`src/rtl/mux_bus_master.sv`:
```
// rtl/mux_bus_master.sv - multiplexed address/data bus master with ALE/RD/WR strobes
module mux_bus_master #(
  parameter int unsigned ALE_CYC  = 2,
  parameter int unsigned STB_CYC  = 3,
  parameter int unsigned HOLD_CYC = 1
) (
  input  logic       clk,
  input  logic       rst_n,
  input  logic       req_valid,
  output logic       req_ready,
  input  logic       req_write,
  input  logic [7:0] req_addr,
  input  logic [7:0] req_wdata,
  output logic       rsp_valid,
  output logic [7:0] rsp_rdata,
  output logic [7:0] ad_out,
  output logic       ad_oe,
  input  logic [7:0] ad_in,
  output logic       ale,
  output logic       rd,
  output logic       wr
);

  // Each phase counter is loaded with (length - 1) and the phase ends when it reaches 0.
  localparam logic [3:0] ALE_LOAD  = 4'(ALE_CYC - 1);
  localparam logic [3:0] STB_LOAD  = 4'(STB_CYC - 1);
  localparam logic [3:0] HOLD_LOAD = 4'(HOLD_CYC - 1);

  typedef enum logic [2:0] {
    ST_IDLE   = 3'd0,
    ST_ADDR   = 3'd1,
    ST_TURN   = 3'd2,
    ST_STROBE = 3'd3,
    ST_HOLD   = 3'd4
  } state_t;

  state_t     state;
  logic [3:0] cnt;
  logic       is_write;
  logic [7:0] wdata_q;

  // Bus cycle sequencer; every bus and handshake output is a flop updated here.
  always_ff @(posedge clk or negedge rst_n) begin
    if (!rst_n) begin
      state     <= ST_IDLE;
      cnt       <= 4'd0;
      is_write  <= 1'b0;
      wdata_q   <= 8'h00;
      req_ready <= 1'b1;
      rsp_valid <= 1'b0;
      rsp_rdata <= 8'h00;
      ad_out    <= 8'h00;
      ad_oe     <= 1'b0;
      ale       <= 1'b0;
      rd        <= 1'b0;
      wr        <= 1'b0;
    end else begin
      // The completion pulse lasts only the first IDLE cycle.
      rsp_valid <= 1'b0;
      case (state)
        ST_IDLE: begin
          if (req_valid) begin
            // Capture the whole request; later input changes have no effect.
            state     <= ST_ADDR;
            cnt       <= ALE_LOAD;
            is_write  <= req_write;
            wdata_q   <= req_wdata;
            ad_out    <= req_addr;
            ad_oe     <= 1'b1;
            ale       <= 1'b1;
            req_ready <= 1'b0;
          end
        end
        ST_ADDR: begin
          if (cnt == 4'd0) begin
            // Writes start driving data right away; reads release the bus for the target.
            state  <= ST_TURN;
            cnt    <= 4'd0;
            ale    <= 1'b0;
            ad_oe  <= is_write;
            ad_out <= is_write ? wdata_q : 8'h00;
          end else begin
            cnt <= cnt - 4'd1;
          end
        end
        ST_TURN: begin
          state <= ST_STROBE;
          cnt   <= STB_LOAD;
          wr    <= is_write;
          rd    <= !is_write;
        end
        ST_STROBE: begin
          if (cnt == 4'd0) begin
            // Read data is sampled on the edge that ends the strobe.
            state <= ST_HOLD;
            cnt   <= HOLD_LOAD;
            rd    <= 1'b0;
            wr    <= 1'b0;
            if (!is_write) begin
              rsp_rdata <= ad_in;
            end
          end else begin
            cnt <= cnt - 4'd1;
          end
        end
        ST_HOLD: begin
          if (cnt == 4'd0) begin
            state     <= ST_IDLE;
            cnt       <= 4'd0;
            req_ready <= 1'b1;
            rsp_valid <= 1'b1;
            ad_oe     <= 1'b0;
            ad_out    <= 8'h00;
          end else begin
            cnt <= cnt - 4'd1;
          end
        end
        default: begin
          state     <= ST_IDLE;
          cnt       <= 4'd0;
          req_ready <= 1'b1;
          ad_oe     <= 1'b0;
          ad_out    <= 8'h00;
          ale       <= 1'b0;
          rd        <= 1'b0;
          wr        <= 1'b0;
        end
      endcase
    end
  end

endmodule
```
`config.mk`:
```
export PLATFORM = sky130hd
export DESIGN_NAME = mux_bus_master
export DESIGN_NICKNAME = d
export VERILOG_FILES = /design/src/rtl/mux_bus_master.sv
export SDC_FILE = /design/constraint.sdc
export NUM_CORES = 1
export LEC_CHECK = 0
export CAP_MARGIN = 20
export CORE_MARGIN = 3
export CORE_UTILIZATION = 47
export DETAILED_ROUTE_END_ITERATION = 6
export PLACE_DENSITY = 0.79
export SYNTH_ARGS = -nofsm -noshare
export SYNTH_HDL_FRONTEND = slang
export SYNTH_SLANG_ARGS = --single-unit
```
`constraint.sdc`:
```
create_clock -name clk -period 2.2 [get_ports clk]
set_input_delay 0.44 -clock clk [delete_from_list [all_inputs] [get_ports clk]]
set_output_delay 0.44 -clock clk [all_outputs]
set_load 0.02 [all_outputs]
```
; Yosys cells after proc, flatten, opt, wreduce, memory -nomap -nowiden
; Cells that the tools add are included.
; W data, S select, Z words.
[word_totals]
regBits = 38
in_bits = 28
out_inout_bits = 22
wordCells = 66
[classes]
n_addsub = 1
n_eq_ne = 8
n_mux = 25
n_bitwise = 5
reduce_logical = 15
[ops]
columns = operator, count
row1 = $mux W8, 4
row2 = $pmux W8 S4, 1
row3 = $pmux W3 S5, 1
row4 = $mux W3, 4
row5 = $pmux W1 S3, 4
row6 = $pmux W4 S3, 1
row7 = $reduce_or A3 Y1, 4
row8 = $reduce_and A3 Y1, 3
row9 = $mux W4, 2
row10 = $ne A2 B2 Y1 const B, 4
row11 = $reduce_and A4 Y1, 2
row12 = $mux W1, 7
row13 = $eq A3 B2 Y1 const B, 2
row14 = $not A1 Y1, 5
row15 = $logic_not A4 Y1, 1
row16 = $pmux W1 S4, 1
row17 = $reduce_and A2 Y1, 2
row18 = $sub A4 B1 Y4 const B, 1
row19 = $eq A3 B1 Y1 const B, 1
row20 = $eq A3 B3 Y1 const B, 1
row21 = $logic_not A3 Y1, 1
row22 = $reduce_or A2 Y1, 1
row23 = $logic_not A1 Y1, 1

; Depth between registers and ports, before layout
; Gate-level depths: netlist (run 1).
[logic_depth]
word_depth = 4
depth_mapped = 7
ltp_nobuf = 6

; Worst setup path before layout (run 1)
; OpenSTA, ideal clock, no wires.
[synth_timing]
path_kind = register to register
start = register cnt[0]
end = register ad_out[0]
setup_time_ns = 0.075
t_arrival_ns = 1.544
required_time_ns = 2.125
slack_ns = 0.581
path_stages_with_launch = 8
path_buffers = 1
synth_period_minus_slack_ns = 1.619
cell_sequence = dfrtp_1 inv_1 ha_1 nor3b_4 nand2_4 a211o_1 buf_6 o2bb2ai_4
[synth_between]
elab_chain_len = 3
elab_cells_between_ends = 4
classes_between = eq/ne: 2 / reduce/logical: 2
[synth_lines]
columns = element, line_no
row1 = "start, declared", 38  ; logic [3:0] cnt;
row2 = "start signal, assigned", 83  ; cnt <= cnt - 4'd1;
row3 = "start signal, assigned", 103  ; cnt <= cnt - 4'd1;
row4 = "start signal, assigned", 115  ; cnt <= cnt - 4'd1;
row5 = $logic_not A4 Y1 *, "75, 107"
row6 = $ne A2 B2 Y1 (no source line), --
row7 = $reduce_and A4 Y1 (no source line) *, --
row8 = "end signal, assigned", 68  ; ad_out <= req_addr;
row9 = "end signal, assigned", 81  ; ad_out <= is_write ? wdata_q : 8'h00;
row10 = "end, declared", 16  ; output logic [7:0] ad_out,
; Every way passes the cells marked *; elsewhere a longest branch is shown, timed or not.
; A chain may end at the register's enable or synchronous reset.

; Final worst setup path (run 1)
[layout_timing]
start = register cnt[0]
end = register ad_out[6]
; Same word-level chain as after synthesis.

==> results.py, run 1 <==
metrics = {
    "status": {
        "status": "finished, final reports clean",
    },
    "global_route": {
        "grt_start_max_net_pins": 39,
        "grt_overflow_total": 0,
        "grt_pass1_vias": 1363,
        "antenna_found_initial": 0,
        "grt_pass1_wl_um": 6360,
        "grt_usage": 0.189,
    },
    "timing": {
        "maxSlewViolCount": 0,
        "fin_skew_ns": 0.00784,
        "final_hold_viol_count": 0,
        "worst_slack_ns": 0.274,
        "fmax_mhz": 519,
        "min_period_ns": 1.93,
        "rsz0062_at_grt": "false",
        "worstMarginPinSlew_ns": 0.817,
        "fin_crit_sh": 0.875,
        "finalSetupViolCount": 0,
        "fin_tns_setup_ns": 0,
        "whs_ns": 0.239,
        "relSlewSlack": 0.455,
    },
    "synth": {
        "ys_types": 37,
        "yosys.area.top_type_share": 0.518,
        "syn_nets": 176,
        "syn_area_mm2": 0.00179,
        "ys_seq_area_frac": 0.533,
        "postSynthAreaPerCell_um2": 12.2,
        "synth_top_cell_by_area": "dfrtp_1",
        "synth_warnings": 0,
        "ys_top_cells_by_area": "dfrtp_1 (52%), mux2_2 (10%), o2bb2ai_2 (6.7%)",
        "synth_edf_count": 0,
        "async_flop_share": 1.00,
        "synth_seq_cells": 38,
        "ys.flop_type": "dfrtp_1",
        "syn_inst": 146,
    },
    "placed_design": {
        "dp.cells": 236,
        "port_buffers": 49,
        "place_hpwl_um": 2870,
        "place_congestion": 0.802,
        "dp_slack_ns": 0.110,
        "dpl_cell_area_mm2": 0.00231,
    },
    "floorplanning": {
        "fp.dieW_um": 67.7,
        "die_area_mm2": 0.00458,
        "core_mm2": 0.00349,
        "io_pins": 50,
        "fp.dieH_um": 67.7,
        "start_util": 0.512,
        "placementRows": 21,
    },
    "finish": {
        "finish.utilization": 0.700,
        "antennaDiodeCount": 0,
        "nFillCells": 265,
        "final_area_mm2": 0.00245,
        "instances_no_fill": 244,
        "nets": 227,
        "syn_to_final_growth_pct": 36.8,
        "drive_above_1_share": 0.212,
    },
    "power": {
        "power.leakage_nw": 1.01,
        "fin_total_pwr_mw": 3.66,
        "vdd_drop_max_mv": 0.674,
        "powerDensity_mw_per_mm2": 1500,
    },
    "worst_setup_path": {
        "cp-start-kind": "flip-flop",
        "crit_fanout": 9,
        "worstPathRequired_ns": 2.41,
        "worst_setup_path_end_kind": "flip-flop",
        "worstPathArrival_ns": 2.14,
        "crit_type": "reg2reg",
    },
    "routing": {
        "vias_per_cell": 5.16,
        "drt-total-wl_um": 3880,
        "antenna_left": 0,
        "num_vias": 1260,
        "avgRoutedWirePerCell_um": 15.9,
        "drt-initial-drc-count": 45,
        "drc_errors": 0,
        "first_pass_iters": 2,
    },
    "clock_network": {
        "ctsResizeCount": 0,
        "h-tree-depth": 2,
        "numCtsBuffers": 5,
        "tritoncts": "built",
        "clkTransAtPathRegs_ns": 0.08,
        "cts.root.buffer_cell": "clkbuf_8",
        "cts_setup_buffers": 0,
        "cts_buffer_depth": 2,
        "cts_hold_buf": 0,
        "cts_sinks": 38,
        "clk_latency_ns": 0.29,
    },
    "worst_hold_path": {
        "min_path_type": "in2async",
    },
    "flow_run": {
        "max-cap-violations": 0,
    },
}
==> report_power, final <==
| part | leakage (nW) | switching (mW) | internal (mW) |
|---|---|---|---|
| Sequential | 0.470 | 0.256 | 1.01 |
| Combinational | 0.475 | 0.862 | 0.828 |
| Clock | 0.0683 | 0.254 | 0.454 |
| Total | 1.01 | 1.37 | 2.29 |
==> cell usage in the layout, fill, tap and decap left out, types with 2 or more instances in the layout <==
cell             synthesis  layout
nor2_1                   7       7
nor2b_1                  9       9
clkbuf_8                 0       5
a21o_1                   2       2
a21oi_1                 11      11
buf_4                    0       2
inv_1                    5       5
nand2b_1                 2       2
dfrtp_1                 37      37
ha_1                     2       2
nand2_1                  6       6
o21ai_0                  6       6
o2bb2ai_2                8       8
o21bai_1                 2       2
xnor2_1                  2       2
bufinv_16                0       2
clkdlybuf4s50_1          0      48
nor3_1                   3       3
mux2_2                  16      16
o22ai_1                  3       3
==> worst paths after layout <==
path | slack [ns] | depth (start not counted) | endpoint | from
max | 0.27 | 6 | ad_out[6]$_DFFE_PN0P_ | cnt[0]$_DFFE_PN0P_
min | 0.24 | 1 | cnt[1]$_DFFE_PN0P_ | rst_n
max in group asynchronous | 1.44 | 1 | wr$_DFFE_PN0P_ | rst_n
min reg2reg | 0.51 | 1 | wdata_q[5]$_DFFE_PN0P_ | wdata_q[5]$_DFFE_PN0P_
min in group clk | 0.51 | 1 | wdata_q[5]$_DFFE_PN0P_ | wdata_q[5]$_DFFE_PN0P_
max reg2reg | 0.27 | 6 | ad_out[6]$_DFFE_PN0P_ | cnt[0]$_DFFE_PN0P_
==> worst max-delay path: stages (launching register included) <==
cell and delay [ns]:
dfrtp_1 0.42, inv_1 0.10, ha_1 0.15, nor3b_4 0.42, nand2_4 0.11, a211o_1 0.46
o2bb2ai_2 0.20
==> area by class of cell <==
class,count,area [µm²],area share
Sequential cell,38,952,0.389
Timing Repair Buffer,51,500,0.205
Inverter,5,18.8,0.00767
Multi-Input combinational cell,96,779,0.319
Clock inverter,3,68.8,0.0281
Clock buffer,5,68.8,0.0281
Tap cell,46,57.6,0.0235
==> routing by layer <==
metal	track usage	vias to the layer above	wire length (µm)
met5	0	-	0
met4	0.0835	0	59
met3	0.0366	9	153
met2	0.322	33	2000
met1	0.232	599	1660
li1	-	619	-
==> Yosys cell counts, types with 2 or more instances <==
| library cell | count |
|---|---|
| o2bb2ai_2 | 8 |
| nand2b_1 | 2 |
| dfrtp_1 | 37 |
| buf_2 | 3 |
| nand2_1 | 6 |
| clkbuf_1 | 3 |
| inv_1 | 5 |
| nor2_1 | 7 |
| o21ai_0 | 6 |
| o21bai_1 | 2 |
| a21o_1 | 2 |
| a21oi_1 | 11 |
| ha_1 | 2 |
| nor3_1 | 3 |
| o22ai_1 | 3 |
| mux2_2 | 16 |
| nor2b_1 | 9 |
| xnor2_1 | 2 |
==> logic make-up after synthesis <==
logic type / synth area share
adder cells (fa/ha/maj): 0.0140
buffers and inverters: 0.0315
multiplexers: 0.101
XOR/XNOR: 0.00980
AO/OA/AOI/OAI: 0.186
flip-flops: 0.533
AND/OR/NAND/NOR: 0.125
==> flip-flops by register name, summed over array words and instances, names as in the netlist <==
signal     flops
wr             1
ad_oe          1
wdata_q        8
rsp_valid      1
rsp_rdata      8
req_ready      1
is_write       1
rd             1
state          3
ale            1
cnt            4
ad_out         8
Note: power is estimated with default switching activity, not from simulation.
==> run 2, diff against run 1 <==
HOLD_SLACK_MARGIN = 0.06   (was not set)
SETUP_SLACK_MARGIN = 0.05   (was not set)
==> results of run 2 <==
The final DEF is identical to that of run 1; final timing and power are the same.
==> patch: new RTL, settings of run 2 <==
The 5 states of `state_t` get a one-hot encoding in 5 bits.
--- a/src/rtl/mux_bus_master.sv
+++ b/src/rtl/mux_bus_master.sv
@@ -26,12 +26,12 @@
   localparam logic [3:0] STB_LOAD  = 4'(STB_CYC - 1);
   localparam logic [3:0] HOLD_LOAD = 4'(HOLD_CYC - 1);
 
-  typedef enum logic [2:0] {
-    ST_IDLE   = 3'd0,
-    ST_ADDR   = 3'd1,
-    ST_TURN   = 3'd2,
-    ST_STROBE = 3'd3,
-    ST_HOLD   = 3'd4
+  typedef enum logic [4:0] {
+    ST_IDLE   = 5'b00001,
+    ST_ADDR   = 5'b00010,
+    ST_TURN   = 5'b00100,
+    ST_STROBE = 5'b01000,
+    ST_HOLD   = 5'b10000
   } state_t;
 
   state_t     state;
Check against the original RTL: no difference found for any inputs over 10 cycles, from zero or initial values and one cycle with rst_n low; not proved beyond that.
==> patch against run 2 <==
- routed wire length is 18% higher
- setup slack improved by 68 ps
- design area increased by 8.7%
- register-to-register slack better by 80 ps
- via count is 26% higher
- power down 1.5%
- sequential cell count is 2 higher
- synthesized area is 14% higher
- count of clock-buffer cells in the layout increased by 1
==> patch: results <==
export IMPL_status="complete, no violations"
export IMPL_grt_pass1_wl_microns=7790
export IMPL_ir_drop_uv=827
export IMPL_synthMuxAreaShare=0.114
export IMPL_use_met2=0.327
export IMPL_drt_iter0_drc=94
export IMPL_cp_max_fo=2
export IMPL_grtUsageTotal=0.196
export IMPL_use_met3=0.0449
export IMPL_firstDrtPassIters=4
export IMPL_drt_met1_wl_microns=1890
export IMPL_die_w_microns=71.7
export IMPL_layout_nets=252
export IMPL_synth_nets=201
export IMPL_wl_met2_microns=2360
export IMPL_drive_above_1_share=0.204
export IMPL_ys_seq_area_frac=0.494
export IMPL_yosys_area_share_xor_xnor=0.00863
export IMPL_synth_compound_area_share=0.188
export IMPL_crit_family="buffers and inverters"
export IMPL_reg_top3="ad_out (8), rsp_rdata (8), wdata_q (8)"
export IMPL_worstPathArrival_ps=1420
export IMPL_pre_cts_slack_ps=143
export IMPL_routed_wl_met3_microns=271
export IMPL_grt_start_max_net_pins=41
export IMPL_slew_headroom=0.635
export IMPL_cpPeakStageDelay_ps=590
export IMPL_p_switching_w=0.00140
export IMPL_vias=1583
export IMPL_crit_slowest_cell="clkdlybuf4s50_1"
export IMPL_pwr_share_clk=0.142
export IMPL_leakage_nw=1.13
export IMPL_yosys_top_cells_count="dfrtp_1 (38), a22o_1 (16), nor2_1 (11), nand2_1 (10), o21ai_0 (10)"
export IMPL_gp_congestion=0.803
export IMPL_synth_area_top_cells="dfrtp_1 (47%), a22o_1 (6.9%), mux2_4 (5.9%)"
export IMPL_setup_viol=0
export IMPL_hpwl_microns=3270
export IMPL_ys_types=54
export IMPL_comb_power_w=0.00178
export IMPL_skew_ps=4.75
export IMPL_gr_usage_met1=0.253
export IMPL_fill_cells=339
patch: per-stage QoR:
step                std cells  total power (W)   util  area, sq um
global placement          267          0.00305  0.627         2560
floorplan                 173          0.00250      -         2030
global route              275          0.00386  0.651         2660
CTS                       275          0.00363  0.651         2660
detailed placement        267          0.00311  0.627         2560
finish                    275          0.00361  0.651         2660
patch: path summary, 6_finish.rpt:
check	cells after the start	from	end	slack [ps]
hold reg to reg	1	wdata_q[2]	wdata_q[2]	510
min in group clk	1	wdata_q[2]	wdata_q[2]	510
setup / recovery	1	req_ready	req_ready	340
setup reg to reg	4	state[3]	cnt[1]	350
max in group asynchronous	2	rst_n	req_ready	1640
hold / removal	2	rst_n	rsp_rdata[4]	190
patch: cell type report:
class	count	area, sq um	share of cell area
multi-input cells	117	942	0.354
well taps	50	62.6	0.0235
repair buffers	56	538	0.202
flip-flops and latches	40	1000	0.377
clock buffers	6	82.6	0.0311
clock inverters	2	15.0	0.00565
inverters	4	15.0	0.00565
